[src/rtl/tl_phase_sched.sv]
// Timed two-street phase scheduler with min/max green, fixed yellow and all-red clearance.
// Optional pedestrian all-red walk phase is built when TL_PED_EN is defined.
module tl_phase_sched #(
    parameter int MIN_GREEN = 4,
    parameter int MAX_GREEN = 12,
    parameter int YELLOW    = 3,
    parameter int ALLRED    = 1,
    parameter int PED_TIME  = 6,
    parameter int CW        = 4
) (
    input  logic       clk,
    input  logic       reset,
    input  logic       Ta,
    input  logic       Tb,
    input  logic       ped_req,
    output logic [1:0] La,
    output logic [1:0] Lb,
    output logic       walk,
    output logic [2:0] phase
);

    typedef enum logic [2:0] {
        ST_AG  = 3'd0,
        ST_AY  = 3'd1,
        ST_AR  = 3'd2,
        ST_BG  = 3'd3,
        ST_BY  = 3'd4,
        ST_BR  = 3'd5,
        ST_PED = 3'd6
    } state_t;

    localparam logic [CW-1:0] MIN_M1  = CW'(MIN_GREEN - 1);
    localparam logic [CW-1:0] MAX_M1  = CW'(MAX_GREEN - 1);
    localparam logic [CW-1:0] YEL_M1  = CW'(YELLOW - 1);
    localparam logic [CW-1:0] AR_M1   = CW'(ALLRED - 1);
    localparam logic [CW-1:0] PED_M1  = CW'(PED_TIME - 1);
    localparam logic [CW-1:0] CNT_MAX = '1;

    state_t        state_q, state_d;
    logic [CW-1:0] cnt_q, cnt_d;
    logic          ped_pend;
    logic          min_hit, max_hit, req_a, req_b;

`ifdef TL_PED_EN
    logic ped_pend_q, ped_pend_d;
    logic side_q, side_d;   // 0: street A held green before PED, 1: street B
    logic enter_ped;

    assign ped_pend  = ped_pend_q;
    assign enter_ped = (state_d == ST_PED) && (state_q != ST_PED);

    always_comb begin
        ped_pend_d = (ped_pend_q & ~enter_ped) | ped_req;
        side_d     = side_q;
        if (enter_ped) begin
            side_d = (state_q == ST_BY);
        end
    end

    always_ff @(posedge clk) begin
        if (reset) begin
            ped_pend_q <= 1'b0;
            side_q     <= 1'b0;
        end else begin
            ped_pend_q <= ped_pend_d;
            side_q     <= side_d;
        end
    end
`else
    logic unused_ped_req;
    assign unused_ped_req = ped_req;
    assign ped_pend       = 1'b0;
`endif

    assign min_hit = (cnt_q >= MIN_M1);
    assign max_hit = (cnt_q >= MAX_M1);
    assign req_a   = Ta & (~Tb | max_hit);
    assign req_b   = Tb & (~Ta | max_hit);

    always_comb begin
        state_d = state_q;
        case (state_q)
            ST_AG: if (min_hit && (req_b || ped_pend)) state_d = ST_BY == ST_BY ? ST_AY : ST_AY;
            ST_AY: if (cnt_q == YEL_M1) state_d = ped_pend ? ST_PED : ST_AR;
            ST_AR: if (cnt_q == AR_M1) state_d = ST_BG;
            ST_BG: if (min_hit && (req_a || ped_pend)) state_d = ST_BY;
            ST_BY: if (cnt_q == YEL_M1) state_d = ped_pend ? ST_PED : ST_BR;
            ST_BR: if (cnt_q == AR_M1) state_d = ST_AG;
`ifdef TL_PED_EN
            ST_PED: if (cnt_q == PED_M1) state_d = side_q ? ST_AG : ST_BG;
`else
            ST_PED: state_d = ST_AG;
`endif
            default: state_d = ST_AG;
        endcase
    end

    // Dwell counter restarts on every state change and saturates while a green is held.
    always_comb begin
        if (state_d != state_q) begin
            cnt_d = '0;
        end else if (cnt_q == CNT_MAX) begin
            cnt_d = cnt_q;
        end else begin
            cnt_d = cnt_q + 1'b1;
        end
    end

    always_ff @(posedge clk) begin
        if (reset) begin
            state_q <= ST_AG;
            cnt_q   <= '0;
        end else begin
            state_q <= state_d;
            cnt_q   <= cnt_d;
        end
    end

    always_comb begin
        La    = 2'b10;
        Lb    = 2'b10;
        phase = state_q;
        case (state_q)
            ST_AG:   La = 2'b00;
            ST_AY:   La = 2'b01;
            ST_BG:   Lb = 2'b00;
            ST_BY:   Lb = 2'b01;
            default: ;
        endcase
`ifdef TL_PED_EN
        walk = (state_q == ST_PED);
`else
        walk = 1'b0;
`endif
    end

`ifndef TL_PED_EN
    logic [CW-1:0] unused_ped_m1;
    assign unused_ped_m1 = PED_M1;
`endif

endmodule

[config.mk]
export PLATFORM = sky130hd
export DESIGN_NAME = tl_phase_sched
export DESIGN_NICKNAME = d
export VERILOG_FILES = /design/src/rtl/tl_phase_sched.sv
export SDC_FILE = /design/constraint.sdc
export NUM_CORES = 1
export LEC_CHECK = 0
export CAP_MARGIN = 5
export CELL_PAD_IN_SITES_DETAIL_PLACEMENT = 0
export CELL_PAD_IN_SITES_GLOBAL_PLACEMENT = 1
export CORE_MARGIN = 5
export CORE_UTILIZATION = 31
export CTS_CLUSTER_SIZE = 28
export DETAILED_ROUTE_END_ITERATION = 6
export GPL_TIMING_DRIVEN = 0
export PLACE_DENSITY = 0.81
export SLEW_MARGIN = 20
export SYNTH_ARGS = -nofsm -noshare
export SYNTH_HDL_FRONTEND = slang
export SYNTH_SLANG_ARGS = --single-unit
[constraint.sdc]
create_clock -name clk -period 1.7 [get_ports clk]
set_input_delay 0.34 -clock clk [delete_from_list [all_inputs] [get_ports clk]]
set_output_delay 0.34 -clock clk [all_outputs]
set_load 0.02 [all_outputs]
# Yosys cells after proc, flatten, opt, wreduce, memory -nomap -nowiden
# Cells that the tools add are included.
# word_totals
output_inout_bits	8
regBits	7
inputBits	5
# classes
n_addsub	1
n_reduce_logical	5
muxes	9
magnitude_cmp	2
eq_ne	8
bitwise_logic	6
# ops
op	count
two-way mux 3 bit	6
one-hot mux 3 bit (6 select lines)	1
one-hot mux 2 bit (2 select lines)	2
equality test 3 x 2 -> 1 bit, second input constant	2
equality test 3 bit, second input constant	2
adder 4 x 1 -> 4 bit, second input constant	1
equality test 4 x 2 -> 1 bit, second input constant	1
equality test 4 bit, second input constant	1
greater-or-equal comparator 4 x 2 -> 1 bit, second input constant	1
greater-or-equal comparator 4 bit, second input constant	1
zero test 4 bit	1
equality test 3 x 1 -> 1 bit, second input constant	1
zero test 3 bit	1
inequality test 3 bit	1
bitwise AND 1 bit	2
logical AND 1 bit	2
inverter 1 bit	2
bitwise OR 1 bit	2
OR reduction 2 bit	1

# Longest topological paths before layout
# logic_depth
word_depth	8
ltp_mapped	7
mapped_depth_nobuf	7

# Least setup slack after synthesis
# OpenSTA, ideal clock, no wires.
# synth_timing
path_type	register -> register
from	register state_q[2], in the netlist phase[2]
to	register cnt_q[3]
setup_ps	113
arrival_ps	1761
synth_period_minus_slack_ps	1874
slack_ps	-174
path_stages_with_launch	7
path_cell_list	dfxtp_1 buf_2 nor3b_1 mux2_2 a21oi_1 nand4_1 nand2_1
# synth_via
elab_chain_len	4
elab_cells_between_ends	15
cone_classes	6 x eq/ne; 7 x mux; 2 x reduce/logical
# synth_rtl
item	line_no	source
start: declaration	39	state_t state_q, state_d;
start signal: assignment	114	state_q <= state_d;
equality test 3 bit, or another cell as far along	82	case (state_q)
one-hot mux 3 bit (6 select lines)	82	
inequality test 3 bit *	100	if (state_d != state_q) begin
OR reduction 2 bit (no source line) *	-	
end signal: assignment	115	cnt_q <= cnt_d;
end: declaration	40	logic [CW-1:0] cnt_q, cnt_d;
# Mark *: on every way between the ends. The rest lies on a longest branch, timed or not.
# A chain may end at the register's enable or synchronous reset.

# Worst setup path after layout
# layout_timing
from	register cnt_q[1]
to	register cnt_q[0]
# layout_via
elab_chain_len	8
elab_cells_between_ends	20
cone_classes	2 x order compare; 3 x eq/ne; 7 x mux; 4 x bitwise; 4 x reduce/logical
# layout_rtl
item	line_no	source
greater-or-equal comparator 4 bit	76	assign max_hit = (cnt_q >= MAX_M1);
bitwise OR 1 bit, on equally long branches	77, 78	
bitwise AND 1 bit, on equally long branches	77, 78	
logical AND 1 bit, on equally long branches	86, 83	
two-way mux 3 bit, on equally long branches	86, 83	
one-hot mux 3 bit (6 select lines)	82	
inequality test 3 bit	100	
OR reduction 2 bit (no source line)	-	
# Parallel ways exist; a longest one is shown, timed or not.

==> results.md <==
- Status: completed
- Routed vias: 631
- Max-cap violations: 0
- Final worst clock skew: 0.00223 ns
- Core Util, Final: 44.5%
- Initial antenna violation count: 0
- Clock sinks: 7
- Cells after Synth: 81
- Die X: 54.7 um
- Initial DRT Pass Iterations: 6
- Leakage: 0.356 nW
- TritonCTS clock tree: yes
- Pwr dens: 849 nW/um^2
- Seq/Total Area, Yosys: 22.6%
- Setup TNS: 0 ns
- Netlist cell types: 35
- # H-tree levels: 1
- Core Footprint: 1940 um^2
- Drt total wl: 1600 um
- Post-DP HPWL: 1090 um
- Worst-Skew Late Latency: 0.25 ns
- Final Critical Period: 1.68 ns
- FP Rows: 16
- Initial DRC count: 19
- Peak VDD IR: 0.438 mV
- Number of synthesized register bits: 7
- Mean routed wirelength per cell: 13.0 um
- # nets final: 105
- # diodes: 0
- Critical-path maximum fanout: 8
- Endpoint class of the critical path: flip-flop
- Clock-pin slew on the worst setup and hold paths: 0.05 ns
- Critical Path RT: 1.88 ns
- CTS Buf Count: 3
- RD Place Congestion: 0.747
- P&R area growth vs syn: 39.1%
- RSZ-0062 raised after global routing: yes
- Cell Area, Synth: 621 um^2
- Setup violators final: 0
- Yosys warns: 0
- Hold-fix buffers, CTS: 0
- Vias/cell: 5.13
- Worst min path class: input pin to flip-flop
- DRC: 0
- Clk buf depth: 2
- GRT Overall Usage: 11.3%
- Root Buffer: clkbuf_4
- Largest net degree at the start of global routing: 11
- Vias in the first global route: 551
- Share of cells above drive strength 1: 41.7%
- Achievable Freq: 596 MHz
- Worst hold slack: 0.461 ns
- Syn_nets: 89
- IO Port Bufs: 9
- Fin. max-slew vios: 0
- GR Overflow Total: 0
- Total Power: 0.733 mW
- Final std cells w/o fill: 123
- Critical path class: flip-flop to flip-flop
- Starting Density: 32.0%
- Number of antenna-violating nets in the routed design: 0
- Critical Path AT: 1.86 ns
- DIE AREA: 3000 um^2
- Placed cell count: 117
- Io pins: 13
- R2R setup slack: 0.02 ns
- Die Ht: 54.7 um
- First-pass GRT wire length: 2440 um
- Final Cycle Share: 98.6%
- Startpoint Class: flip-flop
- Avg Inst Size Synth: 7.66 um^2
- Hold Fails Final Rpt: 0
-- report_power, final --
part           switching [mW]  total (mW)  internal [mW]
Combinational           0.170       0.329          0.159
Clock                  0.0588       0.148         0.0894
Sequential             0.0560       0.256          0.200
-- cells in the mapped netlist, drive strengths merged --
library cell,instances,area share [%]
maj3,1,1.8
clkbuf,2,1.2
a31oi,1,1.0
and2,2,2.0
dfxtp,7,23
nor2b,2,2.0
nor2,3,1.8
nand2,7,4.2
nor3b,7,8.5
xnor2,1,1.4
nand3b,1,1.2
or3b,1,1.4
and3,1,1.2
ha,3,6.0
nand3,6,4.8
or2,2,2.4
o211a,1,1.6
and3b,1,1.6
a311oi,1,1.4
nor4b,2,2.8
buf,4,3.6
nand4,3,3.0
a41oi,1,1.4
a21oi,8,8.3
nor3,1,0.81
conb,1,0.60
o21ai,3,2.4
mux2,2,3.6
a22o,1,1.4
inv,4,2.4
o211ai,1,1.2
-- metrics by stage --
stage / setup WS [ns] / area, um^2
6_report: 0.0234 / 863
5_1_grt: -0.0546 / 863
4_1_cts: -0.0779 / 800
3_5_place_dp: -0.165 / 754
3_3_place_gp: -0.207 / 754
2_1_floorplan: 0.0799 / 631
-- worst paths after layout --
| check | from | endpoint | cells after the start |
|---|---|---|---|
| max | cnt_q[1] | cnt_q[0] | 6 |
| min | reset | phase[1] | 2 |
| max reg2reg | cnt_q[1] | cnt_q[0] | 6 |
| min reg2reg | cnt_q[0] | cnt_q[3] | 3 |
-- critical path, stage by stage (launching register included) --
cell	delay [ns]
dfxtp_2	0.36
ha_4	0.17
or2_4	0.24
maj3_2	0.34
a21oi_4	0.27
nand3_2	0.11
o21ai_2	0.11
-- sequential cells by signal, summed over array words and instances, names as in the netlist --
signal,count
cnt_q,4
phase,3
-- layer usage --
layer  GRT usage [%]  wire [um]  vias to the layer above
met2            18.1        801                       17
met1            14.1        743                      292
met5               0          0                        -
met4            4.98         15                        0
met3            2.72         44                        2
li1                -          -                      320
-- logic make-up after synthesis --
kind of cell / Yosys count / synth area share (%)
AOI/OAI and AO/OA: 17 / 18.8
DFF: 7 / 22.6
muxes: 2 / 3.63
xor gates and xnor gates: 1 / 1.41
adders and majority gates: 4 / 7.86
other: 1 / 0.604
buffers and inverters: 10 / 7.26
and+or+nand+nor: 39 / 37.9
-- layout make-up --
class / count / area, um^2
Timing Repair Buffer: 11 / 83.8
Tap cell: 27 / 33.8
Buffer: 6 / 36.3
Inverter: 4 / 15.0
Sequential cell: 7 / 146
Multi-Input combinational cell: 64 / 522
Fill cell: 198 / 1080
Clock buffer: 4 / 26.3
-- layout by cell type, fill, tap and decap left out, drive strengths merged, types with 3 or more instances in the layout --
cell type,netlist,layout
nor2,3,3
nand4,3,3
dfxtp,7,7
clkbuf,2,11
clkdlybuf4s50,0,4
inv,4,4
buf,4,5
nor3b,7,7
nand3,6,6
a21oi,8,8
ha,3,3
nand2,7,7
o21ai,3,3
-- timing repair --
action	4_1_cts	5_1_grt
gates resized for setup	14	23
pin swaps	1	7
buffers inserted	0	2
endpoints found under the setup margin	11	10
(Power assumes the default switching activity.)
